<file path="src/rtl/float_addsub_pipe.sv">
// float_addsub_pipe
//   Three-stage pipelined floating-point adder/subtractor, {sign, exp, mant}
//   format with parametrised field widths, round-to-nearest-even, DAZ/FTZ,
//   overflow saturation and a tag carried alongside each operation.
//
//   Stage 1: unpack, order by magnitude, align smaller operand (G/R/S).
//   Stage 2: magnitude add/subtract, leading-zero count.
//   Stage 3: normalise, round, exponent range checks, pack (output register).
//
// Ports
//   clk, rst          clock, synchronous active-high reset
//   in_valid/in_ready operand handshake
//   in_a, in_b        operands
//   in_sub            1: a-b, 0: a+b
//   in_tag            sideband ID travelling with the operation
//   out_valid/out_ready result handshake
//   out_result        rounded result
//   out_tag           tag of out_result
//   out_flags         {invalid, overflow, underflow, inexact}
//
// Build option
//   FP_ADDSUB_SPECIALS_EN: decode all-ones exponents as Inf/NaN. When not
//   defined they are ordinary finite values and invalid is always 0.

module float_addsub_pipe #(
  parameter int unsigned EXPO_WIDTH = 8,
  parameter int unsigned MANT_WIDTH = 23,
  parameter int unsigned DATA_WIDTH = 1 + EXPO_WIDTH + MANT_WIDTH,
  parameter int unsigned TAG_WIDTH  = 4
) (
  input  logic                  clk,
  input  logic                  rst,
  input  logic                  in_valid,
  output logic                  in_ready,
  input  logic [DATA_WIDTH-1:0] in_a,
  input  logic [DATA_WIDTH-1:0] in_b,
  input  logic                  in_sub,
  input  logic [TAG_WIDTH-1:0]  in_tag,
  output logic                  out_valid,
  input  logic                  out_ready,
  output logic [DATA_WIDTH-1:0] out_result,
  output logic [TAG_WIDTH-1:0]  out_tag,
  output logic [3:0]            out_flags
);

  localparam int unsigned ALN_W = MANT_WIDTH + 4;          // hidden+mant+G+R+S
  localparam int unsigned SUM_W = MANT_WIDTH + 5;          // plus carry
  localparam int unsigned LZC_W = $clog2(SUM_W + 1);
  localparam int unsigned EXT_W = EXPO_WIDTH + 2;          // signed exponent
  localparam logic signed [EXT_W-1:0] EMAX = {2'b00, {EXPO_WIDTH{1'b1}}};

  // Flow control: a stage can load when empty or when its successor loads.
  logic rdy1, rdy2, rdy3;
  logic s1_valid_q, s2_valid_q, s3_valid_q;

  assign rdy3     = !s3_valid_q || out_ready;
  assign rdy2     = !s2_valid_q || rdy3;
  assign rdy1     = !s1_valid_q || rdy2;
  assign in_ready = rdy1;

  // ---------------------------------------------------------------- stage 1
  logic                  a_sign, b_sign, swap, l_sign;
  logic [EXPO_WIDTH-1:0] a_exp, b_exp, l_exp, s_exp, diff;
  logic [MANT_WIDTH-1:0] a_man, b_man;
  logic [DATA_WIDTH-2:0] a_mag, b_mag;
  logic [MANT_WIDTH:0]   l_frac, s_frac;
  logic [MANT_WIDTH+2:0] s_ext, s_align;
  logic [31:0]           diff32;
  logic                  s_sticky;

  logic                  s1_sign_d, s1_sub_d, s1_spec_d, s1_inv_d;
  logic [EXPO_WIDTH-1:0] s1_exp_d;
  logic [ALN_W-1:0]      s1_mant_l_d, s1_mant_s_d;
  logic [DATA_WIDTH-1:0] s1_spec_res_d;

  logic                  s1_sign_q, s1_sub_q, s1_spec_q, s1_inv_q;
  logic [EXPO_WIDTH-1:0] s1_exp_q;
  logic [ALN_W-1:0]      s1_mant_l_q, s1_mant_s_q;
  logic [DATA_WIDTH-1:0] s1_spec_res_q;
  logic [TAG_WIDTH-1:0]  s1_tag_q;

`ifdef FP_ADDSUB_SPECIALS_EN
  localparam logic [DATA_WIDTH-1:0] QNAN =
    {1'b0, {EXPO_WIDTH{1'b1}}, 1'b1, {(MANT_WIDTH-1){1'b0}}};
  logic a_top, b_top, a_nan, b_nan;
`endif

  always_comb begin
    a_sign = in_a[DATA_WIDTH-1];
    b_sign = in_b[DATA_WIDTH-1] ^ in_sub;
    a_exp  = in_a[DATA_WIDTH-2 -: EXPO_WIDTH];
    b_exp  = in_b[DATA_WIDTH-2 -: EXPO_WIDTH];
    a_man  = in_a[MANT_WIDTH-1:0];
    b_man  = in_b[MANT_WIDTH-1:0];

    // Denormal inputs collapse to zero before ordering.
    a_mag  = (a_exp == '0) ? '0 : in_a[DATA_WIDTH-2:0];
    b_mag  = (b_exp == '0) ? '0 : in_b[DATA_WIDTH-2:0];
    swap   = b_mag > a_mag;

    l_sign = swap ? b_sign : a_sign;
    l_exp  = swap ? b_exp : a_exp;
    s_exp  = swap ? a_exp : b_exp;
    l_frac = (l_exp == '0) ? '0 : {1'b1, (swap ? b_man : a_man)};
    s_frac = (s_exp == '0) ? '0 : {1'b1, (swap ? a_man : b_man)};

    diff     = l_exp - s_exp;
    diff32   = 32'(diff);
    s_ext    = {s_frac, 2'b00};
    s_sticky = 1'b0;
    s_align  = '0;
    if (diff32 >= 32'(MANT_WIDTH + 3)) begin
      s_sticky = |s_frac;
    end else begin
      s_align = s_ext >> diff32;
      for (int unsigned i = 0; i < MANT_WIDTH + 3; i++) begin
        if (i < diff32) s_sticky = s_sticky | s_ext[i];
      end
    end

    s1_sign_d   = l_sign;
    s1_sub_d    = a_sign ^ b_sign;
    s1_exp_d    = l_exp;
    s1_mant_l_d = {l_frac, 3'b000};
    s1_mant_s_d = {s_align, s_sticky};

    s1_spec_d     = 1'b0;
    s1_inv_d      = 1'b0;
    s1_spec_res_d = '0;
`ifdef FP_ADDSUB_SPECIALS_EN
    a_top = &a_exp;
    b_top = &b_exp;
    a_nan = a_top && (a_man != '0);
    b_nan = b_top && (b_man != '0);
    s1_spec_d = a_top || b_top;
    if (a_nan || b_nan) begin
      s1_spec_res_d = QNAN;
    end else if (a_top && b_top) begin
      if (a_sign != b_sign) begin
        s1_spec_res_d = QNAN;
        s1_inv_d      = 1'b1;
      end else begin
        s1_spec_res_d = {a_sign, {EXPO_WIDTH{1'b1}}, {MANT_WIDTH{1'b0}}};
      end
    end else if (a_top) begin
      s1_spec_res_d = {a_sign, {EXPO_WIDTH{1'b1}}, {MANT_WIDTH{1'b0}}};
    end else begin
      s1_spec_res_d = {b_sign, {EXPO_WIDTH{1'b1}}, {MANT_WIDTH{1'b0}}};
    end
`endif
  end

  // ---------------------------------------------------------------- stage 2
  logic [SUM_W-1:0]      s2_sum_d;
  logic [LZC_W-1:0]      s2_lzc_d;

  logic                  s2_sign_q, s2_sub_q, s2_spec_q, s2_inv_q;
  logic [EXPO_WIDTH-1:0] s2_exp_q;
  logic [SUM_W-1:0]      s2_sum_q;
  logic [LZC_W-1:0]      s2_lzc_q;
  logic [DATA_WIDTH-1:0] s2_spec_res_q;
  logic [TAG_WIDTH-1:0]  s2_tag_q;

  always_comb begin
    // Ordering guarantees the large aligned magnitude is never below the small.
    if (s1_sub_q) s2_sum_d = {1'b0, s1_mant_l_q} - {1'b0, s1_mant_s_q};
    else          s2_sum_d = {1'b0, s1_mant_l_q} + {1'b0, s1_mant_s_q};

    s2_lzc_d = LZC_W'(SUM_W);
    for (int unsigned i = 0; i < SUM_W; i++) begin
      if (s2_sum_d[i]) s2_lzc_d = LZC_W'(SUM_W - 1 - i);
    end
  end

  // ---------------------------------------------------------------- stage 3
  logic [LZC_W-1:0]        sh;
  logic [SUM_W-2:0]        norm;
  logic signed [EXT_W-1:0] en, ef;
  logic [MANT_WIDTH:0]     mant;
  logic [MANT_WIDTH+1:0]   mant_r;
  logic [MANT_WIDTH-1:0]   frac;
  logic                    g_bit, r_bit, s_bit, rnd_up, inexact;
  logic [DATA_WIDTH-1:0]   s3_result_d;
  logic [3:0]              s3_flags_d;

  logic [DATA_WIDTH-1:0]   s3_result_q;
  logic [TAG_WIDTH-1:0]    s3_tag_q;
  logic [3:0]              s3_flags_q;

  always_comb begin
    sh = s2_lzc_q - LZC_W'(1);
    // Leading one ends up at bit SUM_W-2; the right shift folds the lost bit
    // into sticky.
    if (s2_sum_q[SUM_W-1]) begin
      norm = {s2_sum_q[SUM_W-1:2], |s2_sum_q[1:0]};
      en   = {2'b00, s2_exp_q} + EXT_W'(1);
    end else begin
      norm = (SUM_W-1)'(s2_sum_q << sh);
      en   = {2'b00, s2_exp_q} - EXT_W'(sh);
    end

    mant    = norm[SUM_W-2:3];
    g_bit   = norm[2];
    r_bit   = norm[1];
    s_bit   = norm[0];
    inexact = g_bit | r_bit | s_bit;
    rnd_up  = g_bit & (r_bit | s_bit | mant[0]);
    mant_r  = {1'b0, mant} + (MANT_WIDTH+2)'(rnd_up);

    if (mant_r[MANT_WIDTH+1]) begin
      frac = mant_r[MANT_WIDTH:1];
      ef   = en + EXT_W'(1);
    end else begin
      frac = mant_r[MANT_WIDTH-1:0];
      ef   = en;
    end

    if (s2_spec_q) begin
      s3_result_d = s2_spec_res_q;
      s3_flags_d  = {s2_inv_q, 3'b000};
    end else if (s2_sum_q == '0) begin
      // Exact cancellation yields +0; like-signed zeros keep their sign.
      s3_result_d = {(s2_sub_q ? 1'b0 : s2_sign_q), {(DATA_WIDTH-1){1'b0}}};
      s3_flags_d  = 4'b0000;
    end else if (ef >= EMAX) begin
      s3_result_d = {s2_sign_q, {EXPO_WIDTH{1'b1}}, {MANT_WIDTH{1'b0}}};
      s3_flags_d  = 4'b0101;
    end else if (ef[EXT_W-1] || ef == '0) begin
      s3_result_d = {s2_sign_q, {(DATA_WIDTH-1){1'b0}}};
      s3_flags_d  = 4'b0011;
    end else begin
      s3_result_d = {s2_sign_q, ef[EXPO_WIDTH-1:0], frac};
      s3_flags_d  = {3'b000, inexact};
    end
  end

  // ---------------------------------------------------------------- registers
  always_ff @(posedge clk) begin
    if (rst) begin
      s1_valid_q    <= 1'b0;
      s1_sign_q     <= 1'b0;
      s1_sub_q      <= 1'b0;
      s1_spec_q     <= 1'b0;
      s1_inv_q      <= 1'b0;
      s1_exp_q      <= '0;
      s1_mant_l_q   <= '0;
      s1_mant_s_q   <= '0;
      s1_spec_res_q <= '0;
      s1_tag_q      <= '0;
      s2_valid_q    <= 1'b0;
      s2_sign_q     <= 1'b0;
      s2_sub_q      <= 1'b0;
      s2_spec_q     <= 1'b0;
      s2_inv_q      <= 1'b0;
      s2_exp_q      <= '0;
      s2_sum_q      <= '0;
      s2_lzc_q      <= '0;
      s2_spec_res_q <= '0;
      s2_tag_q      <= '0;
      s3_valid_q    <= 1'b0;
      s3_result_q   <= '0;
      s3_tag_q      <= '0;
      s3_flags_q    <= '0;
    end else begin
      if (rdy1) begin
        s1_valid_q <= in_valid;
        if (in_valid) begin
          s1_sign_q     <= s1_sign_d;
          s1_sub_q      <= s1_sub_d;
          s1_spec_q     <= s1_spec_d;
          s1_inv_q      <= s1_inv_d;
          s1_exp_q      <= s1_exp_d;
          s1_mant_l_q   <= s1_mant_l_d;
          s1_mant_s_q   <= s1_mant_s_d;
          s1_spec_res_q <= s1_spec_res_d;
          s1_tag_q      <= in_tag;
        end
      end
      if (rdy2) begin
        s2_valid_q <= s1_valid_q;
        if (s1_valid_q) begin
          s2_sign_q     <= s1_sign_q;
          s2_sub_q      <= s1_sub_q;
          s2_spec_q     <= s1_spec_q;
          s2_inv_q      <= s1_inv_q;
          s2_exp_q      <= s1_exp_q;
          s2_sum_q      <= s2_sum_d;
          s2_lzc_q      <= s2_lzc_d;
          s2_spec_res_q <= s1_spec_res_q;
          s2_tag_q      <= s1_tag_q;
        end
      end
      if (rdy3) begin
        s3_valid_q <= s2_valid_q;
        if (s2_valid_q) begin
          s3_result_q <= s3_result_d;
          s3_tag_q    <= s2_tag_q;
          s3_flags_q  <= s3_flags_d;
        end
      end
    end
  end

  assign out_valid  = s3_valid_q;
  assign out_result = s3_result_q;
  assign out_tag    = s3_tag_q;
  assign out_flags  = s3_flags_q;

endmodule

</file>
<file path="config.mk">
export PLATFORM = sky130hd
export DESIGN_NAME = float_addsub_pipe
export DESIGN_NICKNAME = d
export VERILOG_FILES = /design/src/rtl/float_addsub_pipe.sv
export SDC_FILE = /design/constraint.sdc
export NUM_CORES = 1
export LEC_CHECK = 0
export CORE_MARGIN = 2
export CORE_UTILIZATION = 60
export DETAILED_ROUTE_END_ITERATION = 12
export DONT_BUFFER_PORTS = 1
export PLACE_DENSITY = 0.86
export SLEW_MARGIN = 15
export SYNTH_ARGS = -nofsm -noshare
export SYNTH_HDL_FRONTEND = slang
export SYNTH_SLANG_ARGS = --single-unit
</file>
<file path="constraint.sdc">
create_clock -name clk -period 6.9 [get_ports clk]
set_input_delay 1.035 -clock clk [delete_from_list [all_inputs] [get_ports clk]]
set_output_delay 1.035 -clock clk [all_outputs]
set_load 0.005 [all_outputs]
</file>
# [Yosys cells after proc, flatten, opt, wreduce, memory -nomap -nowiden]
# Index checks and enable logic that the tools add are counted.
[op_classes] addsub=8 order_cmp=27 shifts=2 n_mux=99 bitwise_logic=31 n_reduce_logical=18
[op_table] op="$mux 5" n=27
[op_table] op="$mux 31" n=4
[op_table] op="$lt 5x8->1 const A" n=10
[op_table] op="$mux 23" n=3
[op_table] op="$lt 4x8->1 const A" n=8
[op_table] op="$mux 1" n=51
[op_table] op="$mux 24" n=2
[op_table] op="$logic_not 8->1" n=4
[op_table] op="$lt 3x8->1 const A" n=4
[op_table] op="$mux 32" n=1
[op_table] op="$gt 31x31->1" n=1
[op_table] op="$add 27x27->28" n=1
[op_table] op="$logic_not 28->1" n=1
[op_table] op="$mux 28" n=1
[op_table] op="$or 1x1->1" n=28
[op_table] op="$shl 28x5->27" n=1
[op_table] op="$sub 27x27->28" n=1
[op_table] op="$mux 27" n=1
[op_table] op="$mux 26" n=1
[op_table] op="$shr 26x8->26" n=1
[op_table] op="$add 24x1->25" n=1
[op_table] op="$reduce_or 24->1" n=1
[op_table] op="$mux 10" n=2
[op_table] op="$lt 2x8->1 const A" n=2
[op_table] op="17 further kinds" n=28
[totals] reg_bits=155 in_bits=73 out_inout_bits=42

# [Depth between registers and ports, before layout]
[logic_depth] word_depth=79 mapped_depth=31

# [Worst setup path before layout]
# Ideal clock, no wire load.
[synth_timing] kind="input to register" startpoint="input port in_b[27]" endpoint="register s1_mant_s_q[14]" arrival_ps=7426 t_required_ps=6830 setup_slack_ps=-596 path_stages=29 path_buffers=12 path_cell_list="clkbuf_1 -> nor4_1 -> nand2_1 -> clkbuf_1 -> clkbuf_1 -> and2_1 -> ha_1 -> a211oi_1 -> nor2_1 -> o311ai_0 -> and2_1 -> a211o_1 -> clkbuf_1 -> buf_1 -> buf_2 -> buf_2 -> buf_2 -> buf_2 -> buf_1 -> a21oi_1 -> ha_1 -> a211o_1 -> a211o_1 -> and2_1 -> clkbuf_1 -> nor4_1 -> clkbuf_1 -> o21ai_0 -> a21oi_1"
[synth_via] elab_chain_len=8
[synth_lines] element="from (decl)" line="36" rtl="input logic [DATA_WIDTH-1:0] in_b,"
[synth_lines] element="parallel branches: the longest is 7 deep, another holds $gt 31x31->1"
[synth_lines] element="$mux 26 *" line="112" rtl="if (diff32 >= 32'(MANT_WIDTH + 3)) begin"
[synth_lines] element="to (signal assigned)" line="274" rtl="s1_mant_s_q <= s1_mant_s_d;"
[synth_lines] element="to (decl)" line="78" rtl="logic [ALN_W-1:0] s1_mant_l_q, s1_mant_s_q;"
# Mark *: on every way between the ends.
# A chain may end at the register's enable or synchronous reset.

# [Final worst setup path]
[layout_timing] startpoint="input port in_b[29]" endpoint="register s1_mant_s_q[0]"
[layout_via] elab_chain_len=78
[layout_lines] element="parallel branches: the longest is 77 deep, another holds $gt 31x31->1"
[layout_lines] element="$mux 1 *" line="112"
# Mark *: on every way between the ends. The select of a mux whose other input is x is not followed.

==> results.py <==
metrics = {
    "finish": {
        "utilization": 0.642,
        "area_growth_syn_to_layout_pct": 5.04,
        "n_antenna_cell": 0,
        "final_nets": 2182,
        "drive_gt1_frac": 0.0819,
        "instances_no_fill": 2358,
    },
    "die": {
        "ios": 115,
        "row_count": 58,
        "die_h_um": 164,
        "chipWidth_um": 164,
        "initial_core_util": 0.611,
        "die_area_um2": 27000,
        "core_um2": 25300,
    },
    "power": {
        "p_int_mw": 2.03,
        "p_seq_frac": 0.280,
        "netSwitchingPower_mw": 1.45,
        "p_leak_nw": 6.45,
        "power.density_nw_per_um2": 215,
        "combPwrFrac": 0.438,
        "max-vdd-ir-drop_mv": 0.177,
        "clkPwrFrac": 0.282,
        "swShare": 0.417,
    },
    "min_path": {
        "worstHoldStart": "s1_tag_q[1]",
        "hold_depth": 2,
        "min_path_type": "reg2reg",
        "hold_path_end": "s2_tag_q[1]",
    },
    "placement": {
        "dp.cells": 2326,
        "gp_congestion": 1.01,
        "hpwl_um": 38300,
        "port_buffers": 0,
    },
    "critical_path": {
        "path_delay_family": "compound AO/OA/AOI/OAI gates",
        "cp-start-kind": "primary input",
        "startpoint": "in_b[29]",
        "rr_worst_depth": 21,
        "crit_slowest_cell": "a2111oi_0",
        "worstPathCellList": "nor4_1 -> nand2_1 -> buf_4 -> and2_1 -> ha_1 -> nand2_1 -> nor4_1 -> a21oi_1 -> and2_1 -> a211o_2 -> nor2_1 -> a21oi_1 -> ha_1 -> a211oi_1 -> xnor2_2 -> buf_4 -> o21ai_0 -> a2111oi_0 -> a211oi_1 -> nor4_1 -> a21oi_1",
        "criticalPathCategory": "in2reg",
        "path_depth": 21,
        "required_ns": 7.21,
        "reg2reg_to": "out_result[13]",
        "worstPathArrival_ns": 6.77,
        "r2r-start": "s2_lzc_q[0]",
        "r2r_setup_slack_ns": 1.32,
        "critPathMaxStageDelay_ns": 0.86,
        "critPathMaxFanout": 29,
        "crit_buf_inv": 2,
        "worst_setup_path_end_kind": "flop",
    },
    "synthesis": {
        "synth_commonest_cells": "nand2_1, nor2_1, a21oi_1, dfxtp_1, clkbuf_1",
        "synthXorXnorAreaFrac": 0.0424,
        "synth_fa_ha_area_frac": 0.0791,
        "synth_area_um2": 15400,
        "ys_seq_area_frac": 0.200,
        "synth.distinct_cells": 97,
        "synth-simple-area-share": 0.238,
        "yosysWarnings": 0,
        "synthMuxAreaShare": 0.118,
        "synth.most_common_cell": "nand2_1",
        "synth_edf_count": 0,
        "synth_top_family_by_area": "compound AO/OA/AOI/OAI gates",
        "avgSynthCellArea_um2": 7.36,
        "ys_top_cells_by_area": "dfxtp_1, ha_1, nand2_1",
        "synthCells": 2096,
        "ys_ff_latch": 154,
        "synthArstFlopShare": 0,
        "synth_top_area_frac": 0.200,
        "synth_compound_area_frac": 0.260,
        "synth.net_count": 2263,
        "synth_ff_type": "dfxtp_1",
        "yosysTopAreaCell": "dfxtp_1",
    },
    "sta": {
        "rsz0062_at_grt": "no",
        "max_freq_ghz": 0.155,
        "whs_ns": 0.452,
        "hold_viol": 0,
        "clock_skew_ns": 0.0191,
        "setup_tns_ns": 0,
        "slew_headroom": 0.285,
        "setup_viol": 0,
        "period_needed_ns": 6.46,
        "fin_crit_sh": 0.937,
        "tightest_slew_ns": 1.06,
        "slew_violations": 0,
    },
    "clock_network": {
        "cts-resized-gates": 0,
        "cts_hold_buf": 0,
        "cts_setup_buffers": 0,
        "cts_root_buf": "clkbuf_16",
        "htreeDepth": 4,
        "numClockSinks": 154,
        "cts_buffer_depth": 2,
        "cts_tree": "built",
        "cts_buffers": 17,
        "path_clk_slew_ns": 0.07,
        "clk_latency_ns": 0.44,
    },
    "grt": {
        "grt_pass1_wl_um": 79900,
        "grt_pass1_vias": 15000,
        "gr-total-overflow": 0,
        "grt_max_degree": 125,
        "antenna_found_initial": 0,
        "track_usage": 0.371,
    },
    "routing": {
        "vias": 16000,
        "vias_per_cell": 6.80,
        "avgRoutedWirePerCell_um": 21.4,
        "wl_um": 50500,
        "dr.pass1.iters": 8,
        "drt_iter0_drc": 2004,
        "ant_nets": 0,
        "drc": 0,
    },
    "outcome": {
        "status": "finished clean",
    },
    "flow_run": {
        "drv_cap": 0,
    },
}
[per-layer routing]
metal	vias to the layer above	wire, µm	GRT usage
li1	7454	-	-
met1	7507	20700	0.484
met2	891	22800	0.589
met3	178	4330	0.0686
met4	0	2640	0.182
met5	-	0	0
[flip-flops by register name (all words and copies together), names as in the netlist]
register     count
out_result      32
s2_sum_q        28
s1_mant_s_q     27
s1_mant_l_q     24
s1_exp_q         8
s2_exp_q         8
s2_lzc_q         5
out_tag          4
s1_tag_q         4
s2_tag_q         4
out_flags        3
out_valid        1
s1_sign_q        1
s1_sub_q         1
s1_valid_q       1
s2_sign_q        1
s2_sub_q         1
s2_valid_q       1
[cell families after synthesis]
| kind of cell | after synthesis |
|---|---|
| simple gates | 792 |
| flops | 154 |
| compound gates | 600 |
| fa+ha+maj | 97 |
| mux | 145 |
| other cells | 1 |
| buf+inv | 234 |
| xor+xnor | 73 |
[per-stage QoR]
step | instance area, µm² | power [mW] | setup WS [ns]
6_report | 16200 | 3.49 | 0.438
5_1_grt | 16200 | 3.63 | 0.171
4_1_cts | 16200 | 3.44 | 0.655
3_5_place_dp | 15600 | 2.46 | 0.235
3_3_place_gp | 15600 | 2.44 | 0.0899
2_1_floorplan | 15500 | 2.09 | 0.0293
[worst max path at each step]
stage / slack [ns] / end
after floorplan: 0.03 / s1_mant_s_q[3]
after global placement: 0.09 / s1_mant_s_q[0]
after detailed placement: 0.23 / s1_mant_s_q[0]
after CTS: 0.66 / s1_mant_s_q[0]
after global routing: 0.17 / s1_mant_s_q[15]
final: 0.44 / s1_mant_s_q[0]
[worst min-delay path, delay by kind of cell, from the launching register on]
kind,cells,cell delay (ns)
AOI/OAI and AO/OA,1,0.05
DFF,1,0.31
and+or+nand+nor,1,0.05
[layout by cell type (no fill, tap or decap), types with 31 or more instances in the layout]
master / instances
xnor2_1: 46
nor2_1: 226
and2_1: 31
inv_1: 92
nand2_1: 277
nor3_1: 57
a21oi_1: 191
a211oi_1: 46
buf_4: 36
o21ai_0: 84
dfxtp_1: 153
mux2i_1: 96
ha_1: 92
nand3_1: 42
[power by group through the flow]
stage	logic (mW)	clock network (mW)	registers [mW]
floorplan	1.12	0	0.974
global placement	1.45	0	0.991
detailed placement	1.47	0	0.993
CTS	1.48	0.988	0.972
global route	1.63	1.02	0.978
finish	1.53	0.984	0.975
[area by class of cell]
cell class	instances	area [µm²]
Multi-Input combinational cell	1708	11500
Fill cell	2167	9040
Sequential cell	154	3080
Clock buffer	18	429
Tap cell	330	413
Inverter	97	364
Timing Repair Buffer	37	290
Clock inverter	14	179
No activity file was read; power rests on OpenSTA's default activity.
